`src/rtl/program_loader_pkg.sv`:
```
// Shared definitions for the boot-time program loader.
//   state_t : loader FSM state encoding
//   BYTE_W  : stream byte width
//   cnt_w() : bit width needed to hold a counter ranging over 0..n-1
package program_loader_pkg;

   localparam int BYTE_W = 8;

   typedef enum logic [2:0] {
      ST_COUNT = 3'd0,
      ST_LOAD  = 3'd1,
      ST_WRITE = 3'd2,
      ST_CSUM  = 3'd3,
      ST_HOLD  = 3'd4,
      ST_RUN   = 3'd5,
      ST_ERR   = 3'd6
   } state_t;

   function automatic int cnt_w(input int n);
      return (n <= 2) ? 1 : $clog2(n);
   endfunction

endpackage

```
`src/rtl/program_loader_word_assembler.sv`:
```
// Byte-to-word assembler for the program loader.
// The first byte shifted in ends up as the most significant byte of the word.
//   clk       : clock
//   reset     : synchronous active-high reset
//   clear     : synchronous clear (loader restart)
//   shift_en  : accept byte_in this cycle
//   byte_in   : stream byte
//   word      : assembled word (valid on the cycle after word_done)
//   word_done : combinational, high when the byte being accepted completes a word
module program_loader_word_assembler
   import program_loader_pkg::*;
#(
   parameter int DATA_W = 16
) (
   input  logic              clk,
   input  logic              reset,
   input  logic              clear,
   input  logic              shift_en,
   input  logic [BYTE_W-1:0] byte_in,
   output logic [DATA_W-1:0] word,
   output logic              word_done
);

   localparam int WB   = DATA_W / BYTE_W;
   localparam int BC_W = cnt_w(WB);

   logic [BC_W-1:0]   bcnt;
   logic [DATA_W-1:0] shifted;

   generate
      if (WB == 1) begin : g_single
         assign shifted = byte_in;
      end else begin : g_multi
         assign shifted = {word[DATA_W-BYTE_W-1:0], byte_in};
      end
   endgenerate

   assign word_done = shift_en && (bcnt == BC_W'(WB - 1));

   always_ff @(posedge clk) begin
      if (reset || clear) begin
         bcnt <= '0;
         word <= '0;
      end else if (shift_en) begin
         bcnt <= word_done ? '0 : bcnt + BC_W'(1);
         word <= shifted;
      end
   end

endmodule

```
`src/rtl/program_loader.sv`:
```
// Boot-time program loader: receives a program as a byte stream, writes the
// assembled words into instruction memory, verifies an XOR checksum and then
// sequences the CPU reset/run pair.
// Stream: word count N, N*WB payload bytes (MS byte first), XOR of payload.
//   clk        : clock
//   reset      : synchronous active-high reset
//   reload     : one-cycle pulse, stop the CPU and restart the load protocol
//   in_data    : stream byte
//   in_valid   : in_data valid
//   in_ready   : loader accepts a byte this cycle
//   mem_we     : instruction memory write strobe (one cycle per word)
//   mem_addr   : word address of the write
//   mem_wdata  : word data
//   cpu_reset  : registered reset to the CPU
//   cpu_run    : registered run enable to the CPU
//   load_err   : sticky checksum / oversize error
//
// state    | meaning
// ---------+-------------------------------------------------------
// ST_COUNT | waiting for the word-count byte
// ST_LOAD  | accepting payload bytes into the assembler
// ST_WRITE | one-cycle memory write of the assembled word
// ST_CSUM  | waiting for the checksum byte
// ST_HOLD  | checksum good, holding cpu_reset for RST_CYCLES cycles
// ST_RUN   | CPU running
// ST_ERR   | load failed, CPU held in reset until reset/reload
module program_loader
   import program_loader_pkg::*;
#(
   parameter int DATA_W     = 16,
   parameter int ADDR_W     = 8,
   parameter int RST_CYCLES = 4
) (
   input  logic              clk,
   input  logic              reset,
   input  logic              reload,
   input  logic [BYTE_W-1:0] in_data,
   input  logic              in_valid,
   output logic              in_ready,
   output logic              mem_we,
   output logic [ADDR_W-1:0] mem_addr,
   output logic [DATA_W-1:0] mem_wdata,
   output logic              cpu_reset,
   output logic              cpu_run,
   output logic              load_err
);

   // Index/count width must hold 2**ADDR_W (a full memory) and any count byte.
   localparam int IDX_W = (ADDR_W + 1 > BYTE_W) ? ADDR_W + 1 : BYTE_W;
   localparam int TMR_W = cnt_w(RST_CYCLES);

   state_t              state, state_nxt;
   logic [IDX_W-1:0]    n_words;
   logic [IDX_W-1:0]    idx;
   logic [IDX_W-1:0]    idx_inc;
   logic [BYTE_W-1:0]   csum;
   logic [TMR_W-1:0]    tmr;
   logic                xfer;
   logic                asm_shift;
   logic                word_done;
   logic [DATA_W-1:0]   word;

   assign in_ready  = (state == ST_COUNT) || (state == ST_LOAD) || (state == ST_CSUM);
   // A reload in the same cycle discards the byte.
   assign xfer      = in_valid && in_ready && !reload;
   assign asm_shift = xfer && (state == ST_LOAD);
   assign idx_inc   = idx + IDX_W'(1);

   assign mem_we    = (state == ST_WRITE);
   assign mem_addr  = idx[ADDR_W-1:0];
   assign mem_wdata = word;

   program_loader_word_assembler #(
      .DATA_W (DATA_W)
   ) u_asm (
      .clk       (clk),
      .reset     (reset),
      .clear     (reload),
      .shift_en  (asm_shift),
      .byte_in   (in_data),
      .word      (word),
      .word_done (word_done)
   );

   always_comb begin
      state_nxt = state;
      case (state)
         ST_COUNT: begin
            if (xfer) begin
               if (IDX_W'(in_data) > IDX_W'(1 << ADDR_W)) begin
                  state_nxt = ST_ERR;
               end else if (in_data == '0) begin
                  state_nxt = ST_CSUM;
               end else begin
                  state_nxt = ST_LOAD;
               end
            end
         end
         ST_LOAD: begin
            if (word_done) begin
               state_nxt = ST_WRITE;
            end
         end
         ST_WRITE: begin
            state_nxt = (idx_inc == n_words) ? ST_CSUM : ST_LOAD;
         end
         ST_CSUM: begin
            if (xfer) begin
               state_nxt = (in_data == csum) ? ST_HOLD : ST_ERR;
            end
         end
         ST_HOLD: begin
            if (tmr == '0) begin
               state_nxt = ST_RUN;
            end
         end
         ST_RUN:  state_nxt = ST_RUN;
         ST_ERR:  state_nxt = ST_ERR;
         default: state_nxt = ST_COUNT;
      endcase
      if (reload) begin
         state_nxt = ST_COUNT;
      end
   end

   always_ff @(posedge clk) begin
      if (reset) begin
         state     <= ST_COUNT;
         n_words   <= '0;
         idx       <= '0;
         csum      <= '0;
         tmr       <= '0;
         cpu_reset <= 1'b1;
         cpu_run   <= 1'b0;
         load_err  <= 1'b0;
      end else begin
         state     <= state_nxt;
         // Decoded from next state so the CPU controls come straight off flops.
         cpu_reset <= (state_nxt != ST_RUN);
         cpu_run   <= (state_nxt == ST_RUN);
         load_err  <= (state_nxt == ST_ERR);
         if (reload) begin
            n_words <= '0;
            idx     <= '0;
            csum    <= '0;
            tmr     <= '0;
         end else begin
            if ((state == ST_COUNT) && xfer) begin
               n_words <= IDX_W'(in_data);
            end
            if (asm_shift) begin
               csum <= csum ^ in_data;
            end
            if (state == ST_WRITE) begin
               idx <= idx_inc;
            end
            if ((state_nxt == ST_HOLD) && (state != ST_HOLD)) begin
               tmr <= TMR_W'(RST_CYCLES - 1);
            end else if ((state == ST_HOLD) && (tmr != '0)) begin
               tmr <= tmr - TMR_W'(1);
            end
         end
      end
   end

endmodule

```
`config.mk`:
```
export PLATFORM = sky130hd
export DESIGN_NAME = program_loader
export DESIGN_NICKNAME = d
export VERILOG_FILES = /design/src/rtl/program_loader_pkg.sv /design/src/rtl/program_loader_word_assembler.sv /design/src/rtl/program_loader.sv
export SDC_FILE = /design/constraint.sdc
export NUM_CORES = 1
export LEC_CHECK = 0
export BUFFER_PORTS_ARGS = -buffer_cell sky130_fd_sc_hd__buf_2
export CORE_ASPECT_RATIO = 0.9
export CORE_MARGIN = 4
export CORE_UTILIZATION = 38
export DETAILED_ROUTE_END_ITERATION = 16
export GPL_ROUTABILITY_DRIVEN = 0
export MAX_ROUTING_LAYER = met4
export PLACE_DENSITY = 0.58
export RECOVER_POWER = 50
export SLEW_MARGIN = 5
export SYNTH_ARGS = -nofsm -noshare
export SYNTH_HDL_FRONTEND = slang
export SYNTH_SLANG_ARGS = --single-unit
export TNS_END_PERCENT = 100
```
`constraint.sdc`:
```
create_clock -name clk -period 2.89 [get_ports clk]
set_clock_uncertainty 0.2 [all_clocks]
set_input_delay 0.578 -clock clk [delete_from_list [all_inputs] [get_ports clk]]
set_output_delay 0.578 -clock clk [all_outputs]
set_load 0.01 [all_outputs]
```
==> qor.log <==
qor: detailed_routing.routed-via-count 2,012
qor: layout.design_area 0.00273 mm^2
qor: power.cellInternalPower 1.06 mW
qor: placed_design.detailed_place_hpwl 3690 um
qor: logic_synthesis.ys_seq_area_frac 0.410
qor: global_route.use_met1 0.182
qor: layout.layout-drive-gt1-share 0.105
qor: sta.max_slew_margin 0.544
qor: die.floorplan.initialDensity 0.395
qor: power.clockPowerShare 0.436
qor: clock_network.cts_hold_repair.buffers 0
qor: global_route.antenna_found_initial 0
qor: die.rows 27
qor: layout.diodes 0
qor: global_route.layer_carrying_the_most_global_route_usage met2
qor: logic_synthesis.number_of_storage_elements_in_the_synthesis_netlist 50
qor: die.fp.dieArea 0.00778 mm^2
qor: sta.fin_setup_tns 0 ps
qor: detailed_routing.detail_route.iter0.violations 106
qor: power.power.share.combinational 0.044
qor: detailed_routing.viasPerCell 4.90
qor: detailed_routing.ant_nets 0
qor: logic_synthesis.post_synth_inst_count 297
qor: run.maxCapViolations 0
qor: layout.finished_layout_cells 411
qor: power.sequentialPowerShare 0.520
qor: die.core_area 0.00618 mm^2
qor: sta.hold_viol 0
qor: global_route.remaining_global_route_overflow 0
qor: power.power.total 1.34 mW
qor: logic_synthesis.synth_fp_nets 311
qor: sta.fmax 0.399 GHz
qor: layout.area.growth.synth_to_final 11.7%
qor: placed_design.port-buffer-count 40
qor: global_route.number_of_global_route_vias_before_repair 1,868
qor: placed_design.dp_cells 403
qor: global_route.global_route.usage.met2 0.213
qor: detailed_routing.wl_per_cell 12.4 um
qor: clock_network.clk_root_buffer_cell sky130_fd_sc_hd__clkbuf_8
qor: critical_path.timing.critical_path.slowest_cell_delay 530 ps
qor: power.leakagePower 0.919 nW
qor: power.vdd_drop_max 0.239 mV
qor: sta.worst_pin_slew 682 ps
qor: die.die_width 92.5 um
qor: critical_path.critical_path.startpoint_type register
qor: outcome.run_status finished clean
qor: clock_network.cts-resized-gates 0
qor: critical_path.cell_at_the_slowest_stage_of_the_critical_path sky130_fd_sc_hd__dfxtp_1
qor: power.switching_pwr 0.279 mW
qor: sta.fin_hold_ws 257 ps
qor: clock_network.cts.path.max_buffers 2
qor: critical_path.critPathKind register to register
qor: clock_network.post_cts.repair.setup_buffers 0
qor: sta.worst_slack 385 ps
qor: clock_network.numCtsBuffers 5
qor: global_route.met3_usage 0.0361
qor: placed_design.pre_cts_ws 404 ps
qor: sta.fin_crit 2510 ps
qor: clock_network.clkLatencyLatePin 300 ps
qor: power.switching_share 0.208
qor: die.io-pin-count 41
qor: global_route.grt_util_all_layers 0.137
qor: logic_synthesis.synth_edf_count 0
qor: detailed_routing.drt_drc_violations_left 0
qor: critical_path.worstPathCellList ha_1 -> nand3_2 -> xnor2_1 -> a2111o_1 -> a2111oi_2 -> o2111ai_1 -> a21oi_1
qor: worst_hold_path.worst_hold_path_type register to register
qor: sta.slew_viol_final 0
qor: placed_design.dpl_cell_area 0.00263 mm^2
qor: detailed_routing.routed_wirelength 5110 um
qor: critical_path.cp_data_arrival_time 2540 ps
qor: die.chipHeight 84.1 um
qor: critical_path.endpoint_kind register
qor: detailed_routing.drt_first_pass_iters 5
qor: layout.final_util 0.441
qor: sta.setup_viol_count_final 0
qor: logic_synthesis.top_area_cell_type_share_of_the_netlist_area 0.410
qor: power.ratio_of_total_power_to_cell_area 491 mW/mm^2
qor: logic_synthesis.async_flop_share 0
qor: logic_synthesis.synth_warnings 0
qor: logic_synthesis.synth.distinct_cells 42
qor: logic_synthesis.synth.largest_area_cell sky130_fd_sc_hd__dfxtp_1
qor: clock_network.worst_setup_hold_path_clk_slew 90 ps
qor: logic_synthesis.synth_area 0.00244 mm^2
qor: clock_network.cts_tree yes
qor: critical_path.crit_fanout 12
qor: layout.finalNetCount 337
qor: critical_path.crit_required 2920 ps
qor: sta.timing.final.crit_share 0.867
qor: sta.grt_setup_unrepaired no
qor: global_route.grt_first_pass_wirelength 8570 um
qor: clock_network.deepest_level_of_the_cts_h_tree 2
qor: logic_synthesis.avgSynthCellArea 8.22 um^2
qor: logic_synthesis.most_common_flop_cell_mapped_by_yosys sky130_fd_sc_hd__dfxtp_1
qor: logic_synthesis.synth.area.top_cells sky130_fd_sc_hd__dfxtp_1 41%, sky130_fd_sc_hd__nand2_1 8.3%, sky130_fd_sc_hd__xor2_1 7.5%
qor: global_route.pin_count_of_the_biggest_net_entering_global_routing 27
qor: clock_network.clock_sinks 50
## flip-flops by register name, indices dropped and copies added (netlist names)
| signal | cells |
|---|---|
| cpu_reset | 1 |
| load_err | 1 |
| n_words | 8 |
| csum | 8 |
| idx | 9 |
| u_asm.bcnt | 1 |
| tmr | 2 |
| cpu_run | 1 |
| u_asm.word | 16 |
| state | 3 |
## cells in the final DEF, fill, tap and decap left out, types with 2 or more instances in the layout
cell type	instances
sky130_fd_sc_hd__nor4_1	3
sky130_fd_sc_hd__nor3_1	2
sky130_fd_sc_hd__dfxtp_1	50
sky130_fd_sc_hd__buf_2	16
sky130_fd_sc_hd__buf_4	3
sky130_fd_sc_hd__and3_1	2
sky130_fd_sc_hd__nand4_1	7
sky130_fd_sc_hd__xor2_1	21
sky130_fd_sc_hd__nor3b_1	2
sky130_fd_sc_hd__nor2b_1	3
sky130_fd_sc_hd__inv_1	6
sky130_fd_sc_hd__and4_1	2
sky130_fd_sc_hd__o2111ai_1	2
sky130_fd_sc_hd__nor2_1	26
sky130_fd_sc_hd__xnor2_1	16
sky130_fd_sc_hd__nand3b_1	2
sky130_fd_sc_hd__clkbuf_1	25
sky130_fd_sc_hd__a21oi_1	33
sky130_fd_sc_hd__clkbuf_8	5
sky130_fd_sc_hd__and2_1	2
sky130_fd_sc_hd__nand3_1	11
sky130_fd_sc_hd__nand2_1	54
sky130_fd_sc_hd__nand2b_1	3
sky130_fd_sc_hd__mux2i_1	4
sky130_fd_sc_hd__ha_1	2
sky130_fd_sc_hd__o21ai_0	4
sky130_fd_sc_hd__bufinv_16	2
## worst max-delay path, delay by kind of cell, from the launching register on
family          cells  cell delay (ps)
compound gates      4              930
flops               1              530
fa+ha+maj           1              520
xor+xnor            1              140
simple gates        1              120
## cell families (layout without fill, tap and decap cells)
kind of cell / after synthesis / in the layout / synth area share
compound gates: 47 / 47 / 0.113
buf+inv: 31 / 58 / 0.0712
xor+xnor: 37 / 37 / 0.133
simple gates: 126 / 126 / 0.246
mux: 4 / 4 / 0.0164
fa+ha+maj: 2 / 2 / 0.0102
flops: 50 / 50 / 0.410
## cell type report
type	instances	area, um^2
fillers	668	3450
multi-input cells	216	1260
flip-flops and latches	50	1000
repair buffers	44	196
well taps	87	109
clock buffers	5	68.8
clock inverters	3	68.8
inverters	6	22.5
## final timing paths
path	slack [ps]	cells after the start	startpoint	endpoint
hold / removal	260	2	u_asm.word[14]	u_asm.word[14]
setup reg to reg	380	7	idx[0]	state[1]
setup / recovery	380	7	idx[0]	state[1]
hold reg to reg	260	2	u_asm.word[14]	u_asm.word[14]
## synth_stat cells, types with 2 or more instances
library cell,count
sky130_fd_sc_hd__nand2_1,54
sky130_fd_sc_hd__dfxtp_1,50
sky130_fd_sc_hd__a21oi_1,33
sky130_fd_sc_hd__nor2_1,26
sky130_fd_sc_hd__xor2_1,21
sky130_fd_sc_hd__xnor2_1,16
sky130_fd_sc_hd__nand3_1,11
sky130_fd_sc_hd__buf_4,10
sky130_fd_sc_hd__clkbuf_1,7
sky130_fd_sc_hd__nand4_1,7
sky130_fd_sc_hd__inv_1,6
sky130_fd_sc_hd__buf_2,4
sky130_fd_sc_hd__mux2i_1,4
sky130_fd_sc_hd__o21ai_0,4
sky130_fd_sc_hd__nand2b_1,3
sky130_fd_sc_hd__nor2b_1,3
sky130_fd_sc_hd__nor4_1,3
sky130_fd_sc_hd__and2_1,2
sky130_fd_sc_hd__and3_1,2
sky130_fd_sc_hd__and4_1,2
sky130_fd_sc_hd__buf_1,2
sky130_fd_sc_hd__buf_6,2
sky130_fd_sc_hd__ha_1,2
sky130_fd_sc_hd__nand3b_1,2
sky130_fd_sc_hd__nor3_1,2
sky130_fd_sc_hd__nor3b_2,2
sky130_fd_sc_hd__o2111ai_1,2
## metal layers
metal	part of all wire	wire length, um
met5	0	0
met4	0.0039	20
met3	0.054	275
met2	0.44	2250
met1	0.50	2560
## power by group through the flow
stage	Combinational, mW	Sequential, mW	Clock, mW
floorplan	0.0377	0.711	0
global placement	0.0602	0.713	0
detailed placement	0.0600	0.713	0
CTS	0.0606	0.697	0.595
global route	0.0659	0.698	0.628
finish	0.0592	0.697	0.583
(Power assumes the default switching activity.)
